[src/rtl/sp_divi_pkg.sv]
// Shared definitions for the sp_divi restoring divider.
// This package holds the state encoding and the step-counter width helper.
package sp_divi_pkg;

    typedef logic [1:0] sp_state_t;

    localparam sp_state_t SP_DIV_IDLE = 2'd0;
    localparam sp_state_t SP_DIV_BUSY = 2'd1;
    localparam sp_state_t SP_DIV_DONE = 2'd2;

    // The counter must be able to hold WIDTH itself, not just WIDTH-1.
    function automatic int sp_cnt_width(input int width);
        return $clog2(width) + 1;
    endfunction

endpackage

[src/rtl/sp_div_step.sv]
// One restoring-division step. It shifts the next dividend bit into the partial
// remainder and keeps the trial difference when the subtraction does not borrow.
module sp_div_step #(
    parameter int WIDTH = 32
) (
    input  logic [WIDTH-1:0] rem_in,
    input  logic             q_msb_in,
    input  logic [WIDTH-1:0] b_in,
    output logic [WIDTH-1:0] rem_out,
    output logic             qbit_out
);

    logic [WIDTH:0] shifted;
    logic [WIDTH:0] trial;

    assign shifted = {rem_in, q_msb_in};
    assign trial   = shifted - {1'b0, b_in};

    always_comb begin
        if (!trial[WIDTH]) begin
            rem_out  = trial[WIDTH-1:0];
            qbit_out = 1'b1;
        end else begin
            rem_out  = shifted[WIDTH-1:0];
            qbit_out = 1'b0;
        end
    end

endmodule

[src/rtl/sp_divi.sv]
// Multi-cycle unsigned divider with a start/done handshake.
// It runs one restoring step per clock and returns the quotient and the remainder.
module sp_divi
    import sp_divi_pkg::*;
#(
    parameter int WIDTH = 32
) (
    input  logic             clk,
    input  logic             rst_n,
    input  logic             start_in,
    input  logic [WIDTH-1:0] a_in,
    input  logic [WIDTH-1:0] b_in,
    output logic [WIDTH-1:0] c_out,
    output logic [WIDTH-1:0] r_out,
    output logic             busy_out,
    output logic             done_out
);

    localparam int             CNT_W    = sp_cnt_width(WIDTH);
    localparam logic [CNT_W-1:0] CNT_LOAD = CNT_W'(WIDTH);
    localparam logic [CNT_W-1:0] CNT_ONE  = CNT_W'(1);

    sp_state_t        state;
    logic [CNT_W-1:0] cnt;
    logic [WIDTH-1:0] rem;
    logic [WIDTH-1:0] q;
    logic [WIDTH-1:0] divisor;
    logic [WIDTH-1:0] rem_nxt;
    logic             qbit;

    sp_div_step #(.WIDTH(WIDTH)) u_step (
        .rem_in   (rem),
        .q_msb_in (q[WIDTH-1]),
        .b_in     (divisor),
        .rem_out  (rem_nxt),
        .qbit_out (qbit)
    );

    always_ff @(posedge clk or negedge rst_n) begin
        if (!rst_n) begin
            state    <= SP_DIV_IDLE;
            cnt      <= '0;
            rem      <= '0;
            q        <= '0;
            divisor  <= '0;
            c_out    <= '0;
            r_out    <= '0;
            done_out <= 1'b0;
        end else begin
            done_out <= 1'b0;
            case (state)
                SP_DIV_IDLE: begin
                    // The done pulse is registered, so the divider is back in IDLE while
                    // done_out is high. A start in that cycle is refused.
                    if (start_in && !done_out) begin
                        divisor <= b_in;
                        if (b_in != '0) begin
                            state <= SP_DIV_BUSY;
                            cnt   <= CNT_LOAD;
                            rem   <= '0;
                            q     <= a_in;
                        end else begin
                            state <= SP_DIV_DONE;
                            rem   <= a_in;
                            q     <= '1;
                        end
                    end
                end
                SP_DIV_BUSY: begin
                    rem <= rem_nxt;
                    q   <= {q[WIDTH-2:0], qbit};
                    cnt <= cnt - CNT_ONE;
                    if (cnt == CNT_ONE) begin
                        state <= SP_DIV_DONE;
                    end
                end
                SP_DIV_DONE: begin
                    c_out    <= q;
                    r_out    <= rem;
                    done_out <= 1'b1;
                    state    <= SP_DIV_IDLE;
                end
                default: begin
                    state <= SP_DIV_IDLE;
                end
            endcase
        end
    end

    assign busy_out = (state == SP_DIV_BUSY);

endmodule

[config.mk]
export PLATFORM = sky130hd
export DESIGN_NAME = sp_divi
export DESIGN_NICKNAME = d
export VERILOG_FILES = /design/src/rtl/sp_divi_pkg.sv /design/src/rtl/sp_div_step.sv /design/src/rtl/sp_divi.sv
export SDC_FILE = /design/constraint.sdc
export NUM_CORES = 1
export LEC_CHECK = 0
export BUFFER_PORTS_ARGS = -buffer_cell sky130_fd_sc_hd__buf_4
export CAP_MARGIN = 25
export CELL_PAD_IN_SITES_DETAIL_PLACEMENT = 2
export CELL_PAD_IN_SITES_GLOBAL_PLACEMENT = 2
export CORE_MARGIN = 2
export CORE_UTILIZATION = 25
export CTS_BUF_LIST = sky130_fd_sc_hd__clkbuf_8
export CTS_CLUSTER_DIAMETER = 40
export DETAILED_ROUTE_END_ITERATION = 12
export PLACE_DENSITY = 0.61
export SLEW_MARGIN = 25
export SYNTH_ARGS = -nofsm -noshare
export SYNTH_HDL_FRONTEND = slang
export SYNTH_HIERARCHICAL = 1
export SYNTH_SLANG_ARGS = --single-unit
[constraint.sdc]
create_clock -name clk -period 5.5 [get_ports clk]
set_input_delay 0.275 -clock clk [delete_from_list [all_inputs] [get_ports clk]]
set_output_delay 0.275 -clock clk [all_outputs]
set_load 0.005 [all_outputs]
==> results of run 1 <==
==> sequential cells by signal, indices dropped and copies added (netlist names) <==
signal / count
done_out: 1
q: 32
divisor: 32
rem: 32
c_out: 32
cnt: 6
r_out: 32
state: 2
==> cells by family (layout without fill, tap and decap cells) <==
group / after synthesis / in the layout / synth area share, %
xor gates and xnor gates: 28 / 28 / 2.64
buffers and inverters: 94 / 251 / 5.06
AOI/OAI and AO/OA: 213 / 213 / 16.7
adders and majority gates: 35 / 35 / 4.79
and+or+nand+nor: 463 / 463 / 21.4
muxes: 25 / 25 / 3.90
DFF: 169 / 169 / 45.5
==> power by group <==
part	total (mW)	switching (mW)	internal (mW)
logic	4.67	2.45	2.22
registers	2.08	0.387	1.70
clock network	1.00	0.526	0.477
==> per-layer routing <==
layer / part of all wire (%) / track usage, %
met5: 0 / 0
met4: 0.71 / 3.12
met3: 2.4 / 2.91
met2: 49 / 29.5
met1: 48 / 22.9
==> cell usage after synthesis, types with 2 or more instances <==
cell type,number
mux2_2,4
a21oi_2,2
and3_1,5
o21ai_0,25
nand3_1,15
inv_1,38
o31ai_1,4
ha_1,34
o21bai_1,5
a22oi_1,34
xor2_1,15
o221a_2,29
buf_2,14
nor3b_1,4
buf_6,2
buf_4,4
nor2_1,16
dfrtp_1,169
o21a_1,7
nor2b_1,3
o211ai_1,2
buf_12,3
o21ai_1,30
a31oi_1,6
a211oi_1,2
or3_1,4
nand2_1,344
nand4_1,7
a21oi_1,26
nor3_1,8
clkbuf_1,29
xnor2_1,13
mux2_4,19
o221a_1,3
nand2b_1,35
o2111ai_1,4
a21o_1,18
nor4_1,9
==> worst paths after layout <==
path                            cells past startpoint         end  slack (ps)
max in group asynchronous                           3      rem[0]        3800
worst min-delay path                                3     rem[13]          40
worst max register to register                     15      rem[7]        1670
worst min register to register                      2  divisor[7]         480
worst max-delay path                               15      rem[7]        1670
min in group asynchronous                           2   r_out[16]         400
==> worst reg2reg max path, delay by kind of cell, from the launching register on <==
family,cells,cell delay [ps]
AO/OA/AOI/OAI,6,1180
adder cells (fa/ha/maj),2,600
buffers and inverters,2,290
flip-flops,1,410
multiplexers,2,620
AND/OR/NAND/NOR,3,590
==> cell type report <==
cell class | count | area [um2] | share of cell area [%]
Clock buffer | 19 | 262 | 2.28
Timing Repair Buffer | 180 | 1450 | 12.6
Sequential cell | 169 | 4230 | 36.9
Multi-Input combinational cell | 764 | 4610 | 40.3
Inverter | 39 | 154 | 1.34
Clock inverter | 13 | 166 | 1.45
Tap cell | 468 | 586 | 5.11
==> metrics by stage <==
stage | instance area [um2] | power (mW) | std cells
finish | 11500 | 7.76 | 1652
floorplan | 9300 | 5.72 | 1027
global placement | 10700 | 6.66 | 1583
detailed placement | 10700 | 6.78 | 1583
global route | 11500 | 8.48 | 1652
CTS | 11500 | 7.87 | 1652
==> summary.txt, run 1 <==
Run status
  – Run status: completed

Yosys
  – Ys flop type: dfrtp_1
  – Syn nets: around 1,100
  – Warnings, synthesis: 6
  – Unique masters post-synth: 74
  – Cells after Synth: between 1,000 and 1,500
  – Sequential share of the synthesized area: between 40 and 50%
  – Flops & latches, synth: about 170
  – Synth top area share: 45.5%
  – Post-synth EDFFs: 0
  – Cell taking the most area after synthesis: dfrtp_1
  – Mapped Area: slightly above 0.009 mm2
  – Share of flip-flops with an asynchronous set or reset: 100%
  – Synth area leaders: dfrtp_1 45%, nand2_1 14%, ha_1 4.6%, o221a_2 3.5%, mux2_4 3.1%
  – Mean Syn Cell Area: 9.06 um2

STA
  – Final setup fails: 0
  – Final Max Slew Viols: 0
  – Hold_ws: 38.5 ps
  – Actual slew at the worst max-slew pin: a little over 900 ps
  – Fin crit share: a little over two thirds
  – Fin Setup TNS: 0 ps
  – Final min period: 3830 ps
  – Peak Freq: 0.261 GHz
  – Rel. slew slack: 37.8%
  – Worst-case clock skew: 13.7 ps
  – RSZ-0062 raised after global routing: false
  – Fin. Hold Viols: 0
  – Final WS setup: ~1700 ps

Critical path
  – Crit path DAT: 4190 ps
  – Worst path slowest cell: dfrtp_1
  – Crit path buf inv count: 2
  – CP Cell Sequence: inv_1 -> ha_1 -> fa_1 -> and2b_1 -> o2111ai_2 -> a21oi_2 -> o2111ai_1 -> a211oi_2 -> nor2_4 -> mux2i_4 -> and2_4 -> inv_8 -> mux2_2 -> a22oi_1 -> o21ai_1
  – CP max stage delay: 410 ps
  – R2R Path Start: q[31]
  – CP endpoint kind: flop
  – CP Class: reg2reg
  – Crit path launch: q[31]
  – Family with the most delay on the worst path: compound AO/OA/AOI/OAI gates
  – Critical path fanouts, max: 24
  – CP Data Required Time: 5860 ps
  – Startpoint types: flop

Placed design
  – GP Congestion: about 0.76
  – PortBufs: 132
  – DP HPWL: 22,500 um
  – Worst slack at placement: ~1700 ps

Clock network
  – # resized after CTS: 0
  – Hold_buf cts: 37
  – TritonCTS clock tree: done
  – Worst-Skew Late Latency: 490 ps
  – Clock buffer depth: 2
  – H-tree levels: 4
  – Root buffer cell: clkbuf_8
  – Num CTS Buffers: 17
  – CTS clk-pin slew, worst paths: ~100 ps
  – CTS sink cnt: 169
  – Total setup buffers inserted after CTS: 0

Global route
  – Vias in the first global route: around 8,800
  – Largest net degree at the start of global routing: 91
  – All-Layer GR Usage: 17.2%
  – Antenna violations before repair: 0
  – First-pass GRT wire length: 51,500 um
  – Total congestion overflow: 0

Route
  – Via density: between 4 and 5
  – Drt first-iter violations: roughly 380
  – Routed vias: 7,939
  – Total iterations of the first detailed-routing run: 4
  – Remaining antenna violation count after routing: 0
  – WL per Instance: 19.5 um
  – Final wirelength: between 30,000 and 40,000 um
  – DR DRC count: 0

Die
  – Core Area: approximately 0.037 mm2
  – Die height: slightly below 200 um
  – Die width: 197 um
  – Ports: between 100 and 150
  – Die Area: between 0.03 and 0.04 mm2
  – Row Count: 70
  – Initial Util: between 20% and 30%

Layout
  – Commonest non-fill, non-tap cell in the layout: nand2_1
  – P&R area growth vs syn: 23.2%
  – Most frequent cells in the layout: 344 x nand2_1, 169 x dfrtp_1, 142 x buf_4
  – Finished Core Util: 31.3%
  – Ant. Diodes: 0
  – Layout fillers: 4,179
  – Nets: 1,273
  – Share of cells above drive strength 1: between 20% and 30%

Power and ir drop
  – P per Cell Area: slightly below 700 mW/mm2
  – P_leak: 5.37 nW
  – Worst vdd ir: approximately 0.25 mV

Min path
  – Worst hold path class: in2reg
  – Min-Delay Startpoint: a_in[13]

Run
  – Total of max-cap violations: 0
(Power assumes the default switching activity.)
==> run 2: changes to the inputs <==
==> constraint.sdc (replaced) <==
create_clock -name clk -period 4 [get_ports clk]
set_input_delay 0.2 -clock clk [delete_from_list [all_inputs] [get_ports clk]]
set_output_delay 0.2 -clock clk [all_outputs]
set_load 0.005 [all_outputs]
==> run 2 against run 1 <==
Against the previous run:
- first-iteration DRC count is 18% lower
- combinational power is 43% higher
- sequential power is 37% higher
==> summary.txt, run 2 (synthesized netlist as in run 1, its figures left out) <==
Run status
  – Run status: completed (unchanged)

Critical path
  – CP Class: reg2reg (unchanged)
  – Worst path slowest cell: dfrtp_1 (unchanged)
  – Startpoint types: flop (unchanged)
  – CP max stage delay: 430 ps (was 410 ps)
  – Crit path DAT: 4080 ps (was 4190 ps)
  – CP endpoint kind: flop (unchanged)
  – CP Cell Sequence: inv_1 -> ha_1 -> fa_1 -> and2b_1 -> o2111ai_2 -> a21oi_2 -> o2111ai_1 -> a211oi_2 -> nor2_4 -> mux2i_4 -> and2_4 -> inv_6 -> mux2_2 -> a22oi_1 -> o21ai_1 (was inv_1 -> ha_1 -> fa_1 -> and2b_1 -> o2111ai_2 -> a21oi_2 -> o2111ai_1 -> a211oi_2 -> nor2_4 -> mux2i_4 -> and2_4 -> inv_8 -> mux2_2 -> a22oi_1 -> o21ai_1)
  – CP Data Required Time: 4360 ps (was 5860 ps)
  – Critical path fanouts, max: 12 (was 24)

Route
  – Total iterations of the first detailed-routing run: 4 (unchanged)
  – DR DRC count: 0 (unchanged)
  – Via density: 4.78 (was 4.81)
  – Remaining antenna violation count after routing: 0 (unchanged)
  – Drt first-iter violations: 310 (was 377)
  – Final wirelength: 32,200 um (about the same)
  – Routed vias: 8,082 (was 7,939)
  – WL per Instance: 19.0 um (was 19.5 um)

STA
  – Worst-case clock skew: 19.3 ps (was 13.7 ps)
  – Final setup fails: 0 (unchanged)
  – Final min period: 3720 ps (was 3830 ps)
  – Rel. slew slack: 34.9% (was 37.8%)
  – Final WS setup: 283 ps (was 1670 ps)
  – Fin. Hold Viols: 0 (unchanged)
  – Peak Freq: 0.269 GHz (was 0.261 GHz)
  – Actual slew at the worst max-slew pin: 976 ps (was 933 ps)
  – RSZ-0062 raised after global routing: false (unchanged)
  – Final Max Slew Viols: 0 (unchanged)
  – Fin Setup TNS: 0 ps (unchanged)
  – Fin crit share: 92.9% (was 69.6%)

Clock network
  – CTS sink cnt: 169 (unchanged)
  – Num CTS Buffers: 17 (unchanged)
  – CTS clk-pin slew, worst paths: 90 ps (was 100 ps)
  – TritonCTS clock tree: done (unchanged)
  – H-tree levels: 4 (unchanged)
  – Root buffer cell: clkbuf_8 (unchanged)
  – Worst-Skew Late Latency: 520 ps (was 490 ps)
  – Clock buffer depth: 2 (unchanged)

Layout
  – Ant. Diodes: 0 (unchanged)
  – Commonest non-fill, non-tap cell in the layout: nand2_1 (unchanged)
  – Nets: 1,313 (was 1,273)
  – Share of cells above drive strength 1: 21.4% (was 21.0%)
  – P&R area growth vs syn: 27.9% (was 23.2%)
  – Most frequent cells in the layout: 344 x nand2_1, 169 x dfrtp_1, 150 x buf_4 (was 344 x nand2_1, 169 x dfrtp_1, 142 x buf_4)

Global route
  – Vias in the first global route: 8,957 (was 8,830)
  – All-Layer GR Usage: 17.3% (was 17.2%)
  – Total congestion overflow: 0 (unchanged)
  – Largest net degree at the start of global routing: 87 (was 91)
  – Antenna violations before repair: 0 (unchanged)
  – First-pass GRT wire length: 51,500 um (about the same)

Die
  – Initial Util: 25.4% (unchanged)
  – Ports: 133 (unchanged)
  – Die Area: 0.0388 mm2 (unchanged)
  – Die height: 197 um (unchanged)
  – Core Area: 0.0366 mm2 (unchanged)
  – Die width: 197 um (unchanged)
  – Row Count: 70 (unchanged)

Placed design
  – PortBufs: 132 (unchanged)
  – Worst slack at placement: 192 ps (was 1650 ps)
  – DP HPWL: 22,700 um (was 22,500 um)
  – GP Congestion: 0.793 (was 0.762)

Power and ir drop
  – Worst vdd ir: 0.344 mV (was 0.249 mV)
  – P_leak: 5.58 nW (was 5.37 nW)
  – P per Cell Area: 925 mW/mm2 (was 677 mW/mm2)

Min path
  – Worst hold path class: in2async (was in2reg)

Run
  – Total of max-cap violations: 0 (unchanged)
==> run 2: cell types whose count changed in the layout (fill, tap and decap cells not counted), sizes merged <==
cell         before  now
clkinvlp          3    0
bufinv            3    4
clkinv            4    7
buf             143  154
dlygate4sd3      37   65
==> run 2: metrics by stage <==
step	hold slack (ps)	instances	power, mW	instance area, um2	utilization [%]
after global routing	379	1692	12.0	11900	32.5
after global placement	354	1588	9.21	10700	29.3
after CTS	352	1686	11.0	11800	32.3
after floorplan	-95.6	1027	7.86	9300	-
after detailed placement	352	1589	9.41	10700	29.3
final	312	1692	11.0	11900	32.5
==> run 2: metal layers <==
layer  vias up  wire (um)  GRT usage (%)
met4         0        475           4.54
met2       112      15700           29.3
met1      4063      15100           22.5
met5         -          0              0
met3        32        892           3.32
li1       3875          -              -
==> run 2: report_power, final <==
group / total [mW] / switching (mW) / internal [mW]
clock network: 1.45 / 0.727 / 0.721
logic: 6.70 / 3.48 / 3.23
registers: 2.85 / 0.519 / 2.33
==> run 2: final timing paths <==
kind	from	endpoint	slack [ps]	cells after the start
max in group asynchronous	rst_n	divisor[2]	2770	3
max	q[31]	rem[7]	280	15
min in group clk	b_in[3]	divisor[3]	430	4
max reg2reg	q[31]	rem[7]	280	15
min	rst_n	r_out[18]	310	2
min reg2reg	c_out[20]	c_out[20]	480	2
==> run 2: worst max-delay path: cells and delay by family, from the launching register on <==
kind / cells / cell delay, ps
buffers and inverters: 2 / 280
adders and majority gates: 2 / 600
AOI/OAI and AO/OA: 6 / 1120
muxes: 2 / 560
DFF: 1 / 430
and+or+nand+nor: 3 / 580
==> run 2: timing repair <==
item / CTS / global route
setup endpoints to repair: 0 / 23
setup buffers: 0 / 5
hold buffers: 65 / 0
endpoints found under the hold margin: 180 / 0
resized for setup: 0 / 1
==> run 2: final cells by class <==
class                      count  area (um2)
inverter                      39         159
timing repair inverter         1        8.76
fill                        4105       24700
multi-input combinational    764        4610
clock buffer                  19         262
clock inverter                13         191
sequential                   169        4230
timing repair buffer         219        1850
tap                          468         586
